`config.mk`:
```
export PLATFORM = sky130hd
export DESIGN_NAME = multicycle_alu
export DESIGN_NICKNAME = d
export VERILOG_FILES = /design/src/rtl/multicycle_alu.sv
export SDC_FILE = /design/constraint.sdc
export NUM_CORES = 1
export LEC_CHECK = 0
export CAP_MARGIN = 5
export CORE_UTILIZATION = 30
export CTS_BUF_LIST = sky130_fd_sc_hd__clkbuf_4 sky130_fd_sc_hd__clkbuf_8
export DETAILED_ROUTE_END_ITERATION = 10
export PLACE_DENSITY = 0.51
export SKIP_LAST_GASP = 1
export SLEW_MARGIN = 30
export SYNTH_ARGS = -nofsm -noshare
export SYNTH_HDL_FRONTEND = slang
export SYNTH_SLANG_ARGS = --single-unit
```
`constraint.sdc`:
```
create_clock -name clk -period 4.1 [get_ports clk]
set_clock_uncertainty 0.15 [all_clocks]
set_input_delay 0.41 -clock clk [delete_from_list [all_inputs] [get_ports clk]]
set_output_delay 0.41 -clock clk [all_outputs]
set_load 0.02 [all_outputs]
```
`src/rtl/multicycle_alu.sv`:
```
// -----------------------------------------------------------------------------
// multicycle_alu
//
// Clocked ALU sitting between the register-file read ports and the write-back
// mux. Single-cycle operations (add/sub/logic/compare/move) register their
// result one cycle after acceptance. Shifts and rotates run one bit position
// per cycle. Multiply runs as an unsigned shift-add over WIDTH cycles. The
// controller stalls while busy is high.
//
// Ports
//   clk     rising-edge clock
//   rst     asynchronous, active-high reset (aborts any running operation)
//   start   request, accepted only while busy=0
//   opcode  operation select, sampled on accept
//   ina     operand A (r[Rd]), sampled on accept
//   inb     operand B (r[Rs]); shift amount is inb[SW-1:0]
//   out     registered result, holds until the next done
//   s,z,c,v registered sign/zero/carry/overflow flags, updated with done
//   wr_en   high with done when the result is to be written back
//   busy    multi-cycle operation in progress
//   done    one-cycle pulse, out/flags/wr_en valid in this cycle
// -----------------------------------------------------------------------------
module multicycle_alu #(
   parameter int WIDTH = 16,
   parameter int SW    = $clog2(WIDTH)
) (
   input  logic             clk,
   input  logic             rst,
   input  logic             start,
   input  logic [3:0]       opcode,
   input  logic [WIDTH-1:0] ina,
   input  logic [WIDTH-1:0] inb,
   output logic [WIDTH-1:0] out,
   output logic             s,
   output logic             z,
   output logic             c,
   output logic             v,
   output logic             wr_en,
   output logic             busy,
   output logic             done
);

   localparam logic [3:0] OP_ADD = 4'd0;
   localparam logic [3:0] OP_SUB = 4'd1;
   localparam logic [3:0] OP_AND = 4'd2;
   localparam logic [3:0] OP_OR  = 4'd3;
   localparam logic [3:0] OP_XOR = 4'd4;
   localparam logic [3:0] OP_CMP = 4'd5;
   localparam logic [3:0] OP_MOV = 4'd6;
   localparam logic [3:0] OP_SLL = 4'd8;
   localparam logic [3:0] OP_SLR = 4'd9;
   localparam logic [3:0] OP_SRL = 4'd10;
   localparam logic [3:0] OP_SRA = 4'd11;
   localparam logic [3:0] OP_MUL = 4'd12;

   typedef enum logic {IDLE, RUN} state_t;

   state_t               state, state_nxt;
   logic [3:0]           op_q;
   logic [WIDTH-1:0]     work;       // shift/rotate working value
   logic [2*WIDTH-1:0]   mcand;      // multiplicand, shifted left each step
   logic [WIDTH-1:0]     mplier;     // multiplier, shifted right each step
   logic [2*WIDTH-1:0]   prod;       // partial product
   logic [SW:0]          cnt;        // must hold WIDTH, hence SW+1 bits

   logic [SW-1:0]        shamt;
   logic                 accept, go_run, last_step;
   logic [WIDTH:0]       sum, diff;
   logic [WIDTH-1:0]     sc_res, run_res, work_nxt;
   logic                 sc_c, sc_v, sc_we, run_c, carry_nxt;
   logic [2*WIDTH-1:0]   prod_nxt;

   assign shamt     = inb[SW-1:0];
   assign accept    = start && (state == IDLE);
   // Zero-amount shifts complete through the single-cycle path.
   assign go_run    = accept && ((opcode == OP_MUL) ||
                      ((opcode inside {OP_SLL, OP_SLR, OP_SRL, OP_SRA}) && (shamt != '0)));
   assign last_step = (state == RUN) && (cnt == (SW+1)'(1));
   assign busy      = (state == RUN);

   // SUB/CMP compute B-A; the extra top bit is the borrow.
   assign sum  = {1'b0, ina} + {1'b0, inb};
   assign diff = {1'b0, inb} - {1'b0, ina};

   // Single-cycle result, evaluated directly on the incoming operands.
   // NOTE: every output of a combinational block gets a default first so no
   // path through the case leaves it unassigned and infers a latch.
   always_comb begin
      sc_res = '0;
      sc_c   = 1'b0;
      sc_v   = 1'b0;
      sc_we  = 1'b0;
      case (opcode)
         OP_ADD: begin
            sc_res = sum[WIDTH-1:0];
            sc_c   = sum[WIDTH];
            sc_v   = (ina[WIDTH-1] == inb[WIDTH-1]) && (sum[WIDTH-1] != ina[WIDTH-1]);
            sc_we  = 1'b1;
         end
         OP_SUB, OP_CMP: begin
            sc_res = diff[WIDTH-1:0];
            sc_c   = diff[WIDTH];
            sc_v   = (ina[WIDTH-1] != inb[WIDTH-1]) && (diff[WIDTH-1] != inb[WIDTH-1]);
            sc_we  = (opcode == OP_SUB);
         end
         OP_AND: begin sc_res = ina & inb; sc_we = 1'b1; end
         OP_OR:  begin sc_res = ina | inb; sc_we = 1'b1; end
         OP_XOR: begin sc_res = ina ^ inb; sc_we = 1'b1; end
         OP_MOV: begin sc_res = ina;       sc_we = 1'b1; end
         OP_SLL, OP_SLR, OP_SRL, OP_SRA: begin sc_res = ina; sc_we = 1'b1; end
         default: ;
      endcase
   end

   // One iteration of the running operation. The carry of a shift is the bit
   // leaving the word on this step, so only the final step's value matters.
   always_comb begin
      work_nxt  = work;
      carry_nxt = 1'b0;
      prod_nxt  = prod;
      case (op_q)
         OP_SLL: begin carry_nxt = work[WIDTH-1]; work_nxt = {work[WIDTH-2:0], 1'b0}; end
         OP_SLR: work_nxt = {work[WIDTH-2:0], work[WIDTH-1]};
         OP_SRL: begin carry_nxt = work[0]; work_nxt = {1'b0, work[WIDTH-1:1]}; end
         OP_SRA: begin carry_nxt = work[0]; work_nxt = {work[WIDTH-1], work[WIDTH-1:1]}; end
         OP_MUL: if (mplier[0]) prod_nxt = prod + mcand;
         default: ;
      endcase
      run_res = (op_q == OP_MUL) ? prod_nxt[WIDTH-1:0] : work_nxt;
      run_c   = (op_q == OP_MUL) ? |prod_nxt[2*WIDTH-1:WIDTH] : carry_nxt;
   end

   always_comb begin
      state_nxt = state;
      case (state)
         IDLE: if (go_run)    state_nxt = RUN;
         RUN:  if (last_step) state_nxt = IDLE;
         default:             state_nxt = IDLE;
      endcase
   end

   // NOTE: sequential state uses non-blocking assignments so every register
   // samples the pre-edge values, independent of statement order.
   always_ff @(posedge clk or posedge rst) begin
      if (rst) begin
         state <= IDLE;
      end else begin
         state <= state_nxt;
      end
   end

   // NOTE: the datapath registers are reset along with the outputs; a reset
   // mid-operation then leaves nothing stale that could leak into a later op.
   always_ff @(posedge clk or posedge rst) begin
      if (rst) begin
         op_q   <= '0;
         work   <= '0;
         mcand  <= '0;
         mplier <= '0;
         prod   <= '0;
         cnt    <= '0;
         out    <= '0;
         s      <= 1'b0;
         z      <= 1'b0;
         c      <= 1'b0;
         v      <= 1'b0;
         wr_en  <= 1'b0;
         done   <= 1'b0;
      end else begin
         done  <= 1'b0;
         wr_en <= 1'b0;
         if (accept) begin
            op_q   <= opcode;
            work   <= ina;
            mcand  <= {{WIDTH{1'b0}}, ina};
            mplier <= inb;
            prod   <= '0;
            cnt    <= (opcode == OP_MUL) ? (SW+1)'(WIDTH) : {1'b0, shamt};
            if (!go_run) begin
               out   <= sc_res;
               s     <= sc_res[WIDTH-1];
               z     <= (sc_res == '0);
               c     <= sc_c;
               v     <= sc_v;
               wr_en <= sc_we;
               done  <= 1'b1;
            end
         end else if (state == RUN) begin
            work   <= work_nxt;
            prod   <= prod_nxt;
            mcand  <= mcand << 1;
            mplier <= mplier >> 1;
            cnt    <= cnt - (SW+1)'(1);
            if (last_step) begin
               out   <= run_res;
               s     <= run_res[WIDTH-1];
               z     <= (run_res == '0);
               c     <= run_c;
               v     <= 1'b0;
               wr_en <= 1'b1;
               done  <= 1'b1;
            end
         end
      end
   end

endmodule

```
== After elaboration in Yosys (flattened, before gate mapping) ==
Cells that the tools add are included.

* Flip-flop bits (word level): 128
* Word-level logic and storage cells: 114
* Output and inout bits: 23
* Input port bits: 39

* Equal/unequal tests: 22
* Add/subtract/negate cells: 4
* Bitwise logic cells: 4
* Reductions and logical operators: 20
* Muxes and demuxes: 50

{| class="wikitable"
|+ Operators by type and width
! cell !! count
|-
| 32-bit 2-to-1 mux || 6
|-
| 16-bit 2-to-1 mux || 9
|-
| 16-bit one-hot mux with 6 select lines || 1
|-
| 16-bit one-hot mux with 4 select lines || 1
|-
| 4-bit == test (second input constant) || 10
|-
| 32-bit adder || 1
|-
| 16-bit logical NOT || 2
|-
| 1-bit 2-to-1 mux || 25
|-
| 16-bit by 16-bit adder with 17-bit output || 1
|-
| 16-bit by 16-bit subtractor with 17-bit output || 1
|-
| 16-bit AND || 1
|-
| 16-bit bitwise OR || 1
|-
| 16-bit OR reduction || 1
|-
| 16-bit XOR || 1
|-
| 5-bit 2-to-1 mux || 3
|-
| 4-bit by 3-bit == test with 1-bit output (second input constant) || 3
|-
| 1-bit one-hot mux with 2 select lines || 5
|-
| 9-bit OR reduction || 1
|-
| 4-bit by 2-bit == test with 1-bit output (second input constant) || 2
|-
| 4-bit nonzero test || 2
|-
| 1-bit logical AND || 6
|-
| 5-bit by 1-bit == test with 1-bit output (second input constant) || 1
|-
| 5-bit OR reduction || 1
|-
| 5-bit by 1-bit subtractor with 5-bit output (second input constant) || 1
|-
| 10 further kinds || 14
|}

== Longest topological paths before layout ==
* Depth after elaboration: 8
* Gate-level depth with buffers: 13
* Depth with buffers taken out: 13

== Worst setup path before layout ==
No wires, ideal clock.

* Path type: input port to flip-flop
* Start point: input port inb[0]
* End point: register z
* Path buffers: 0
* Cell stages on the path: 13
* Setup slack: 0.895 ns
* Arrival time: 2.975 ns
* Data required time: 3.870 ns
* Path through: inv_1 -> ha_1 -> inv_1 -> fa_1 -> nor2b_1 -> o21ai_1 -> a31oi_1 -> nor4_1 -> o31ai_1 -> mux2i_1 -> o211ai_1 -> or4_1 -> o211ai_2

* Longest elaborated chain between the ends: 6
* Elaborated cells on any way between the ends: 15
* Those cells by class: add/sub: 2; eq/ne: 1; mux: 3; bitwise: 3; reduce/logical: 6

{| class="wikitable"
|+ RTL lines
! item !! RTL line !! source
|-
| from (decl) || 32 || <nowiki>input logic [WIDTH-1:0] inb,</nowiki>
|-
| parallel branches: the longest is 6 deep, another holds 16-bit by 16-bit subtractor with 17-bit output || - ||
|-
| to (signal assigned) || 182 || <nowiki>z <= (sc_res == '0);</nowiki>
|-
| to (signal assigned) || 197 || <nowiki>z <= (run_res == '0);</nowiki>
|-
| to (decl) || 35 || <nowiki>output logic z,</nowiki>
|}

Several ways; the timed one is not identified. The select of a mux whose other input is x is not followed.
A chain may end at the register's enable or synchronous reset.

== Worst setup path after layout ==
* Start point: register mcand[2]
* End point: register c

* Longest elaborated chain between the ends: 8

{| class="wikitable"
|+ RTL lines
! item !! RTL line !! source
|-
| from (decl) || 61 || <nowiki>logic [2*WIDTH-1:0] mcand;</nowiki>
|-
| from (signal assigned) || 175 || <nowiki>mcand <= {{WIDTH{1'b0}}, ina};</nowiki>
|-
| from (signal assigned) || 191 || <nowiki>mcand <= mcand << 1;</nowiki>
|-
| 32-bit adder || 126 || <nowiki>OP_MUL: if (mplier[0]) prod_nxt = prod + mcand;</nowiki>
|-
| 32-bit 2-to-1 mux || 126 ||
|-
| 32-bit 2-to-1 mux || 121 || <nowiki>case (op_q)</nowiki>
|-
| 16-bit OR reduction || 130 || <nowiki>run_c = (op_q == OP_MUL) ? |prod_nxt[2*WIDTH-1:WIDTH] : carry_nxt;</nowiki>
|-
| 1-bit 2-to-1 mux || 130 ||
|-
| 1-bit 2-to-1 mux || 194 || <nowiki>if (last_step) begin</nowiki>
|-
| 1-bit 2-to-1 mux || 188 || <nowiki>end else if (state == RUN) begin</nowiki>
|-
| 1-bit 2-to-1 mux || 172 || <nowiki>if (accept) begin</nowiki>
|-
| to (signal assigned) || 198 || <nowiki>c <= run_c;</nowiki>
|-
| to (decl) || 36 || <nowiki>output logic c,</nowiki>
|}

Every way passes these cells. The select of a mux whose other input is x is not followed.

==> impl_metrics.json <==
{
  "cts_max_level": 4,
  "cp-start-kind": "flip-flop",
  "r2r_end": "c",
  "syn_avg_cell_area_um2": 7.81,
  "setup_ws_ns": 0.291,
  "post_cts_buffers": 0,
  "yosys.area_share.simple_pct": 21.0,
  "num_rows": 70,
  "async_reset_ff_share_pct": 100,
  "avgViaCountPerCell": 5.57,
  "power_per_cell_area_nw_per_um2": 542,
  "yosysWarnings": 0,
  "grt_pass1_vias": 10734,
  "leakagePower_uw": 0.00593,
  "regToRegSetupSlack_ns": 0.29,
  "cts_made_buffers": 17,
  "critPathArrivalTime_ns": 4.01,
  "ctsResizeCount": 0,
  "hold_buffers": 0,
  "nets": 1661,
  "seq_area_frac_synth_pct": 28.6,
  "ioPinCount": 62,
  "place_ws_ns": 0.0639,
  "drive_gt1_share_pct": 11.6,
  "firstDrtPassIters": 5,
  "synth_edf_count": 0,
  "grt_max_degree": 89,
  "syn2layout_area_growth_pct": 20.2,
  "crit_required_ns": 4.30,
  "clk_pin_slew_worst_paths_ns": 0.08,
  "rsz0062_at_grt": "no",
  "synthAdderAreaFrac_pct": 10.6,
  "cts_tree": "yes",
  "ff2ff_path_depth": 11,
  "maxClockFrequency_ghz": 0.263,
  "initial_core_util_pct": 30.4,
  "synth_mux_area_share_pct": 5.64,
  "hold_violations": 0,
  "tightest_slew_ns": 0.748,
  "synth_nets": 1553,
  "synth_area_um2": 11100,
  "relSlewSlack_pct": 50.1,
  "avgRoutedWirePerCell_um": 20.8,
  "synth_area_leaders": "dfrtp_1 (29%), ha_1 (10%), nand2_1 (6.8%), o21ai_0 (5.7%), a21oi_1 (5.2%)",
  "path_class": "flip-flop to flip-flop",
  "hp-class": "input pin to async pin",
  "period_needed_ns": 3.81,
  "status": "complete, no violations",
  "synth_top_area_share_pct": 28.6,
  "drv_slew": 0,
  "hpwl_um": 32400,
  "die_area_um2": 37800,
  "gp_congestion": 0.916,
  "tns_ns": 0,
  "synth_cell_types": 86,
  "finalHoldWorstSlack_ns": 0.118,
  "clkLatencyLatePin_ns": 0.49,
  "critPathMaxFanout": 5,
  "n_fill_cell": 3823,
  "die_x_um": 194,
  "syn_inst": 1422,
  "synth_xor_area_share_pct": 1.42,
  "grt_pass1_wl_um": 64300,
  "drc": 0,
  "clockBufferDepth": 2,
  "setup_violations": 0,
  "synth_compound_area_share_pct": 27.3,
  "synth_top_family_by_area": "compound AO/OA/AOI/OAI gates",
  "rr_startpoint": "mcand[2]",
  "ys_seq_elements": 127,
  "period_share_pct": 92.9,
  "drt-total-wl_um": 41900,
  "endpoint_kind": "flip-flop",
  "max-cap-violations": 0,
  "port_buffers": 61,
  "grt_antenna_before_repair": 2,
  "synthTopCellsByCount": "nand2_1 (200), dfrtp_1 (127), o21ai_0 (127)",
  "grt_usage_pct": 22.2,
  "clock-sinks": 127,
  "drt_iter0_drc": 871,
  "antenna_left": 0,
  "synth_most_common_cell": "nand2_1",
  "dp.cells": 1978,
  "core_area_um2": 36500,
  "overflow": 0,
  "synth_top_cell_by_area": "dfrtp_1",
  "layout.cells.non_filler": 2012,
  "irDropWorstVdd_mv": 0.237,
  "fp.dieH_um": 194,
  "ys.flop_type": "dfrtp_1",
  "clockRootBuffer": "clkbuf_8",
  "vias": 11216
}
==> through the flow <==
stage / area [um^2] / power (uW) / util, %
after floorplan: 11100 / 4540 / -
after global placement: 12900 / 5850 / 35.2
after detailed placement: 12900 / 5880 / 35.2
after CTS: 13300 / 7260 / 36.5
after global routing: 13400 / 7790 / 36.6
final: 13400 / 7240 / 36.6
==> flip-flops by register name, summed over array words and instances, names as in the netlist <==
register  cells
out          16
mplier       16
work         16
wr_en         1
c             1
prod         32
v             1
op_q          4
cnt           5
busy          1
mcand        32
done          1
z             1
==> per-layer routing <==
layer	wire (um)	GRT usage, %
met3	2090	3.66
met5	0	0
met2	19400	36.0
met1	19500	30.1
met4	860	6.35
==> worst max-delay path, stage by stage (launching register included) <==
cell and delay (ns):
dfrtp_1 0.42, ha_1 0.38, o21ai_0 0.23, or3_1 0.45
a211oi_1 0.47, o21a_1 0.41, a221oi_1 0.15, nor3_1 0.36
o211ai_1 0.15, nor4_1 0.28, buf_4 0.17, a31oi_1 0.07
==> cells in the final DEF, fill, tap and decap left out, drive strengths merged, types with 16 or more instances in the layout <==
master	instances
a211oi	30
nand4	22
ha	89
nor2	107
a21o	25
buf	119
o21ai	133
nand2	200
nor3	30
nand3	38
a31oi	16
inv	67
clkbuf	19
mux2i	57
a21oi	116
clkdlybuf4s50	60
dfrtp	127
==> kinds of logic (layout without fill, tap and decap cells) <==
kind of cell               Yosys count  after routing
xor gates and xnor gates            18             18
DFF                                127            127
muxes                               61             61
buffers and inverters              156            277
and+or+nand+nor                    499            499
adders and majority gates           92             92
AOI/OAI and AO/OA                  469            469
other                                0              1
==> layout make-up <==
type	instances	area [um^2]	share of cell area [%]
clock inverters	13	210	1.57
multi-input cells	1139	7350	55.1
diodes	1	2.50	0.0187
clock buffers	19	255	1.91
well taps	468	586	4.38
repair buffers	179	1510	11.3
flip-flops and latches	127	3180	23.8
inverters	66	253	1.89
==> worst max-delay path by stage <==
stage	startpoint	end	slack [ns]	depth (start not counted)
after floorplan	rst	busy	0.16	1
after global placement	ina[1]	v	0.09	14
after detailed placement	inb[0]	z	0.06	15
after CTS	mcand[2]	c	0.31	11
after global routing	mcand[0]	z	0.06	12
final	mcand[2]	c	0.29	11
==> power by group <==
part           internal (uW)  switching [uW]
Combinational           1410            2300
Sequential              1720             462
Clock                    750             596
No activity file was read; power rests on OpenSTA's default activity.
